**src/rtl/iob_native_split.sv**
```systemverilog
// ---------------------------------------------------------------------------
// iob_native_split
//
// Bridges one native valid/ready CPU memory port (PicoRV32 style) onto N_CH
// IOb channels. The upper SEL_W address bits select the channel. While
// boot_i is high, instruction fetches can be redirected to BOOT_CH. Only one
// transaction is in flight at a time. A watchdog and out-of-range decoding
// both complete the native request with nat_err_o set.
//
// Ports
//   clk_i, arst_i, cke_i   clock, async active-high reset, clock enable
//   boot_i                 boot mode (remaps fetches when USE_BOOT)
//   nat_valid_i            native request, held until nat_ready_o
//   nat_instr_i            request is an instruction fetch
//   nat_addr_i             byte address
//   nat_wdata_i            write data
//   nat_wstrb_i            byte strobes (all zero = read)
//   nat_rdata_o            read data, valid with nat_ready_o
//   nat_ready_o            one-cycle completion pulse
//   nat_err_o              error flag, valid with nat_ready_o
//   iob_avalid_o[N_CH]     per-channel address valid (one-hot or zero)
//   iob_addr_o             latched address, selector = effective channel
//   iob_wdata_o            latched write data
//   iob_wstrb_o            latched byte strobes
//   iob_ready_i[N_CH]      per-channel request accept
//   iob_rvalid_i[N_CH]     per-channel read data valid
//   iob_rdata_i            per-channel read data, channel k at [k*DATA_W +: DATA_W]
// ---------------------------------------------------------------------------
module iob_native_split #(
   parameter int ADDR_W    = 32,
   parameter int DATA_W    = 32,
   parameter int N_CH      = 2,
   parameter int SEL_W     = 1,
   parameter bit USE_BOOT  = 1'b1,
   parameter int BOOT_CH   = 0,
   parameter int TIMEOUT_W = 8,
   localparam int WSTRB_W  = DATA_W / 8
) (
   input  logic                   clk_i,
   input  logic                   arst_i,
   input  logic                   cke_i,
   input  logic                   boot_i,
   input  logic                   nat_valid_i,
   input  logic                   nat_instr_i,
   input  logic [ADDR_W-1:0]      nat_addr_i,
   input  logic [DATA_W-1:0]      nat_wdata_i,
   input  logic [WSTRB_W-1:0]     nat_wstrb_i,
   output logic [DATA_W-1:0]      nat_rdata_o,
   output logic                   nat_ready_o,
   output logic                   nat_err_o,
   output logic [N_CH-1:0]        iob_avalid_o,
   output logic [ADDR_W-1:0]      iob_addr_o,
   output logic [DATA_W-1:0]      iob_wdata_o,
   output logic [WSTRB_W-1:0]     iob_wstrb_o,
   input  logic [N_CH-1:0]        iob_ready_i,
   input  logic [N_CH-1:0]        iob_rvalid_i,
   input  logic [N_CH*DATA_W-1:0] iob_rdata_i
);

   // Every selector code gets a slot so a SEL_W-bit index never runs past
   // the end; slots at or above N_CH read as idle.
   localparam int N_SEL = 2 ** SEL_W;
   localparam int CNT_W = (TIMEOUT_W > 0) ? TIMEOUT_W : 1;

   typedef enum logic [1:0] {
      IDLE = 2'd0,
      REQ  = 2'd1,
      RESP = 2'd2,
      ACK  = 2'd3
   } state_t;

   state_t              state_q, state_d;
   logic [ADDR_W-1:0]   addr_q, addr_d;
   logic [DATA_W-1:0]   wdata_q, wdata_d;
   logic [WSTRB_W-1:0]  wstrb_q, wstrb_d;
   logic                we_q, we_d;
   logic [SEL_W-1:0]    ch_q, ch_d;
   logic [N_CH-1:0]     avalid_q, avalid_d;
   logic                ready_q, ready_d;
   logic                err_q, err_d;
   logic [DATA_W-1:0]   rdata_q, rdata_d;
   logic [CNT_W-1:0]    wdog_q, wdog_d;

   logic [SEL_W-1:0]    ch_req;
   logic                ch_req_ok;
   logic                wdog_hit;
   logic [N_SEL-1:0]    ready_sel;
   logic [N_SEL-1:0]    rvalid_sel;
   logic [DATA_W-1:0]   rdata_sel [N_SEL];

   // Effective channel of the incoming request: boot remap of fetches wins
   // over the address selector field.
   always_comb begin
      ch_req = nat_addr_i[ADDR_W-1 -: SEL_W];
      if (USE_BOOT && boot_i && nat_instr_i) begin
         ch_req = SEL_W'(BOOT_CH);
      end
   end

   assign ch_req_ok = (32'(ch_req) < 32'(N_CH));

   // Watchdog expires on the cycle its counter sits at the all-ones value.
   assign wdog_hit = (TIMEOUT_W > 0) && (wdog_q == '1);

   // Widen the per-channel inputs to one slot per selector code.
   always_comb begin
      ready_sel  = '0;
      rvalid_sel = '0;
      for (int k = 0; k < N_SEL; k++) begin
         rdata_sel[k] = '0;
      end
      for (int k = 0; k < N_CH; k++) begin
         ready_sel[k]  = iob_ready_i[k];
         rvalid_sel[k] = iob_rvalid_i[k];
         rdata_sel[k]  = iob_rdata_i[k*DATA_W +: DATA_W];
      end
   end

   // Next-state and next-output logic.
   // NOTE: every signal assigned here first gets a hold/default value, so no
   // path through the case leaves it unassigned and no latch is inferred.
   always_comb begin
      state_d = state_q;
      addr_d  = addr_q;
      wdata_d = wdata_q;
      wstrb_d = wstrb_q;
      we_d    = we_q;
      ch_d    = ch_q;
      err_d   = err_q;
      rdata_d = rdata_q;
      wdog_d  = wdog_q;

      case (state_q)
         IDLE: begin
            wdog_d = '0;
            if (nat_valid_i) begin
               addr_d                      = nat_addr_i;
               addr_d[ADDR_W-1 -: SEL_W]   = ch_req;
               wdata_d                     = nat_wdata_i;
               wstrb_d                     = nat_wstrb_i;
               we_d                        = |nat_wstrb_i;
               ch_d                        = ch_req;
               if (ch_req_ok) begin
                  state_d = REQ;
               end else begin
                  // Nothing decodes here: answer at once with an error.
                  state_d = ACK;
                  err_d   = 1'b1;
                  rdata_d = '0;
               end
            end
         end

         REQ: begin
            wdog_d = wdog_q + CNT_W'(1);
            if (wdog_hit) begin
               state_d = ACK;
               err_d   = 1'b1;
               rdata_d = '0;
            end else if (ready_sel[ch_q]) begin
               if (we_q) begin
                  state_d = ACK;
                  err_d   = 1'b0;
               end else begin
                  state_d = RESP;
               end
            end
         end

         RESP: begin
            wdog_d = wdog_q + CNT_W'(1);
            if (wdog_hit) begin
               state_d = ACK;
               err_d   = 1'b1;
               rdata_d = '0;
            end else if (rvalid_sel[ch_q]) begin
               state_d = ACK;
               err_d   = 1'b0;
               rdata_d = rdata_sel[ch_q];
            end
         end

         ACK: begin
            state_d = IDLE;
         end

         default: begin
            state_d = IDLE;
         end
      endcase

      // Outputs are registered: derive them from the state being entered.
      ready_d  = (state_d == ACK);
      avalid_d = '0;
      if (state_d == REQ) begin
         for (int k = 0; k < N_CH; k++) begin
            avalid_d[k] = (ch_d == SEL_W'(k));
         end
      end
   end

   // NOTE: the latched address/data/strobes and read data are reset along
   // with the control state, so the shared IOb buses and nat_rdata_o come
   // out of reset at a known zero rather than at leftover contents.
   always_ff @(posedge clk_i or posedge arst_i) begin
      if (arst_i) begin
         state_q  <= IDLE;
         addr_q   <= '0;
         wdata_q  <= '0;
         wstrb_q  <= '0;
         we_q     <= 1'b0;
         ch_q     <= '0;
         avalid_q <= '0;
         ready_q  <= 1'b0;
         err_q    <= 1'b0;
         rdata_q  <= '0;
         wdog_q   <= '0;
      end else if (cke_i) begin
         // NOTE: non-blocking assignments make every register sample the
         // pre-edge values, independent of statement order.
         state_q  <= state_d;
         addr_q   <= addr_d;
         wdata_q  <= wdata_d;
         wstrb_q  <= wstrb_d;
         we_q     <= we_d;
         ch_q     <= ch_d;
         avalid_q <= avalid_d;
         ready_q  <= ready_d;
         err_q    <= err_d;
         rdata_q  <= rdata_d;
         wdog_q   <= wdog_d;
      end
   end

   assign nat_rdata_o  = rdata_q;
   assign nat_ready_o  = ready_q;
   assign nat_err_o    = err_q;
   assign iob_avalid_o = avalid_q;
   assign iob_addr_o   = addr_q;
   assign iob_wdata_o  = wdata_q;
   assign iob_wstrb_o  = wstrb_q;

endmodule

```
**config.mk**
```make
export PLATFORM = sky130hd
export DESIGN_NAME = iob_native_split
export DESIGN_NICKNAME = d
export VERILOG_FILES = /design/src/rtl/iob_native_split.sv
export SDC_FILE = /design/constraint.sdc
export NUM_CORES = 1
export LEC_CHECK = 0
export ABC_AREA = 1
export ABC_CLOCK_PERIOD_IN_PS = 8390
export BUFFER_PORTS_ARGS = -buffer_cell sky130_fd_sc_hd__buf_2
export CORE_MARGIN = 3
export CORE_UTILIZATION = 50
export CTS_CLUSTER_DIAMETER = 30
export DETAILED_ROUTE_END_ITERATION = 7
export PLACE_DENSITY = 0.85
export SYNTH_ARGS = -nofsm -noshare
export SYNTH_HDL_FRONTEND = slang
export SYNTH_SLANG_ARGS = --single-unit
```
**constraint.sdc**
```tcl
create_clock -name clk_i -period 8.39 [get_ports clk_i]
set_clock_uncertainty 0.05 [all_clocks]
set_input_delay 0.839 -clock clk_i [delete_from_list [all_inputs] [get_ports clk_i]]
set_output_delay 0.839 -clock clk_i [all_outputs]
set_load 0.01 [all_outputs]
```
==> results.json <==
{
  "status": "finished, final reports clean",
  "top_layer_used": "met4",
  "route.met3.wl_mm": 1.071,
  "dp_hpwl_mm": 10.58,
  "numCtsBuffers": 17,
  "worstSetupStartpointType": "flop",
  "tightest_slew_ns": 1.086,
  "die_area_um2": 11650,
  "crit_slowest_cell": "inv_2",
  "power_density_nw_per_um2": 360.4,
  "gp_congestion": 0.7892,
  "crit_top_cell": "nand2_1",
  "vias_per_cell": 5.027,
  "rows": 36,
  "finalNonFillerCells": 952,
  "coreArea_um2": 9955,
  "wl_met2_mm": 7.585,
  "n_fill_cell": 761,
  "cts-root-buf": "clkbuf_8",
  "crit_fanout": 70,
  "max_slew_margin": 0.2757,
  "finalCriticalPeriod_ns": 2.767,
  "antenna_found_initial": 0,
  "dr.pass1.iters": 4,
  "antenna_left": 0,
  "clockBufferDepth": 2,
  "htreeDepth": 4,
  "die_height_um": 108.0,
  "path_class": "reg -> reg",
  "path_cells": "inv_1 -> ha_1 -> nand2_1 -> nor2_4 -> buf_4 -> inv_2 -> nand2_1 -> nand2_1",
  "drt-total-wl_mm": 14.66,
  "grt_pass1_vias": 4797,
  "start_util": 0.5221,
  "hold_slack_ns": 0.3227,
  "syn_inst": 569,
  "io_pins": 246,
  "cts_setup_buffers": 0,
  "port_buffers": 245,
  "fmax_mhz": 361.4,
  "finalCritPeriodShare": 0.3298,
  "end_kind": "flop",
  "ys_types": 30,
  "cts_tree": "done",
  "track_usage": 0.2483,
  "arrival_ns": 3.11,
  "hold_path_class": "in -> async",
  "ys_ff_latch": 116,
  "antennaDiodeCount": 0,
  "drt_iter0_drc": 356,
  "grt_max_degree": 75,
  "final_common_cell": "nand2_1",
  "regArea_um2": 2904,
  "syn_area_per_cell_um2": 9.134,
  "numClockSinks": 116,
  "clock_latency_ns": 0.51,
  "tns_ns": 0,
  "layout_common_cells": "nand2_1, buf_2, dfrtp_1, o31ai_2, mux2i_1",
  "synth_nets": 716,
  "synth-seq-area-share": 0.5585,
  "required_ns": 8.73,
  "total_power_mw": 2.534,
  "max_stage_delay_ns": 0.62,
  "drc": 0,
  "syn-cell-area_um2": 5197,
  "vdd_drop_max_uv": 193.2,
  "multi_input_area_um2": 2078,
  "cts_hold_buf": 0,
  "grt_pass1_wl_mm": 22.52,
  "final_core_util": 0.7063,
  "p_leak_nw": 3.966,
  "die_w_um": 108.0,
  "num_vias": 4786,
  "gr-total-overflow": 0,
  "final-max-slew-violation-count": 0,
  "avgRoutedWirePerCell_um": 15.40,
  "num-nets-final": 954,
  "rsz0062_at_grt": "no",
  "cts.clk_slew.worst_paths_ns": 0.06,
  "drive_gt1_frac": 0.3858,
  "setup_viol": 0,
  "syn_to_final_growth_pct": 35.27,
  "drv_cap": 0,
  "met1_length_mm": 5.612,
  "post_cts_resized": 0,
  "dp.cells": 921,
  "hold_viol_final": 0,
  "ys_warn_count": 0
}
[synthesized netlist by cell type]
library cell | n | area [um^2]
buf_2 | 9 | 45.04
nor3_1 | 1 | 5.000
buf_4 | 3 | 22.52
o21ai_0 | 14 | 70.07
o21ai_2 | 1 | 8.760
a21oi_1 | 4 | 20.02
mux2i_1 | 24 | 240.2
and3_1 | 1 | 6.260
clkbuf_1 | 13 | 48.80
nor4_1 | 1 | 6.260
nor2_2 | 3 | 18.77
or2_2 | 1 | 6.260
o31ai_2 | 27 | 337.8
buf_6 | 3 | 33.78
and3b_1 | 1 | 8.760
nand2_2 | 2 | 12.51
o31ai_1 | 4 | 30.03
nand3_1 | 12 | 60.06
nand3_4 | 1 | 17.52
nand4_1 | 1 | 6.260
ha_1 | 5 | 62.56
a31oi_1 | 1 | 6.260
nor2_1 | 16 | 60.06
nand2_1 | 279 | 1047
inv_2 | 2 | 7.510
inv_1 | 17 | 63.81
o21ai_1 | 5 | 25.02
o21ba_2 | 1 | 10.01
dfrtp_1 | 116 | 2903
o211ai_1 | 1 | 7.510
[area by class of cell]
type | count | share of cell area
Multi-Input combinational cell | 406 | 0.2956
Inverter | 19 | 0.01050
Tap cell | 133 | 0.02367
Sequential cell | 116 | 0.4131
Clock inverter | 9 | 0.01477
Timing Repair Buffer | 247 | 0.1765
Clock buffer | 22 | 0.06585
[critical path: cells and delay by family (launching register included)]
kind	cells	cell delay [ns]
adders and majority gates	1	0.23
buffers and inverters	3	1.32
DFF	1	0.45
and+or+nand+nor	4	0.53
[stage by stage]
stage | setup slack [ns] | cell area (um^2)
floorplan | 4.429 | 5197
finish | 5.623 | 7030
CTS | 5.621 | 7030
global placement | 5.470 | 6464
global route | 5.389 | 7030
detailed placement | 5.437 | 6464
[cell families after synthesis]
group           synth area share
simple gates              0.2415
fa+ha+maj                0.01204
compound gates           0.09918
buf+inv                  0.04261
flops                     0.5585
mux                      0.04622
[flip-flops by register name (all words and copies together), names as in the netlist]
signal	cells
iob_addr_o	32
nat_rdata_o	32
iob_avalid_o	2
nat_err_o	1
wdog_q	8
state_q	2
ch_q	1
we_q	1
iob_wstrb_o	4
nat_ready_o	1
iob_wdata_o	32
[final timing paths]
check	start	to	slack [ns]	cells past startpoint
worst max-delay path	state_q[0]$_DFFE_PP0P_	iob_wstrb_o[3]$_DFFE_PP0P_	5.62	8
worst min-delay path	arst_i	iob_addr_o[23]$_DFFE_PP0P_	0.32	2
worst max register to register	state_q[0]$_DFFE_PP0P_	iob_wstrb_o[3]$_DFFE_PP0P_	5.62	8
worst min register to register	iob_wdata_o[14]$_DFFE_PP0P_	iob_wdata_o[14]$_DFFE_PP0P_	0.42	2
max in group asynchronous	arst_i	iob_avalid_o[0]$_DFFE_PP0P_	6.64	3
min in group clk_i	iob_wdata_o[14]$_DFFE_PP0P_	iob_wdata_o[14]$_DFFE_PP0P_	0.42	2
[power breakdown]
group / switching, mW / leakage (nW) / internal (mW)
Clock: 0.242 / 0.277 / 0.442
Combinational: 0.534 / 2.19 / 0.354
Sequential: 0.168 / 1.50 / 0.793
[routing by layer]
| metal | global-route usage | vias to the layer above |
|---|---|---|
| met5 | 0 | - |
| met4 | 0.1001 | 0 |
| met3 | 0.06388 | 36 |
| met2 | 0.4427 | 200 |
| met1 | 0.2845 | 2244 |
| li1 | - | 2306 |
Power figures use the tool's default switching activity.
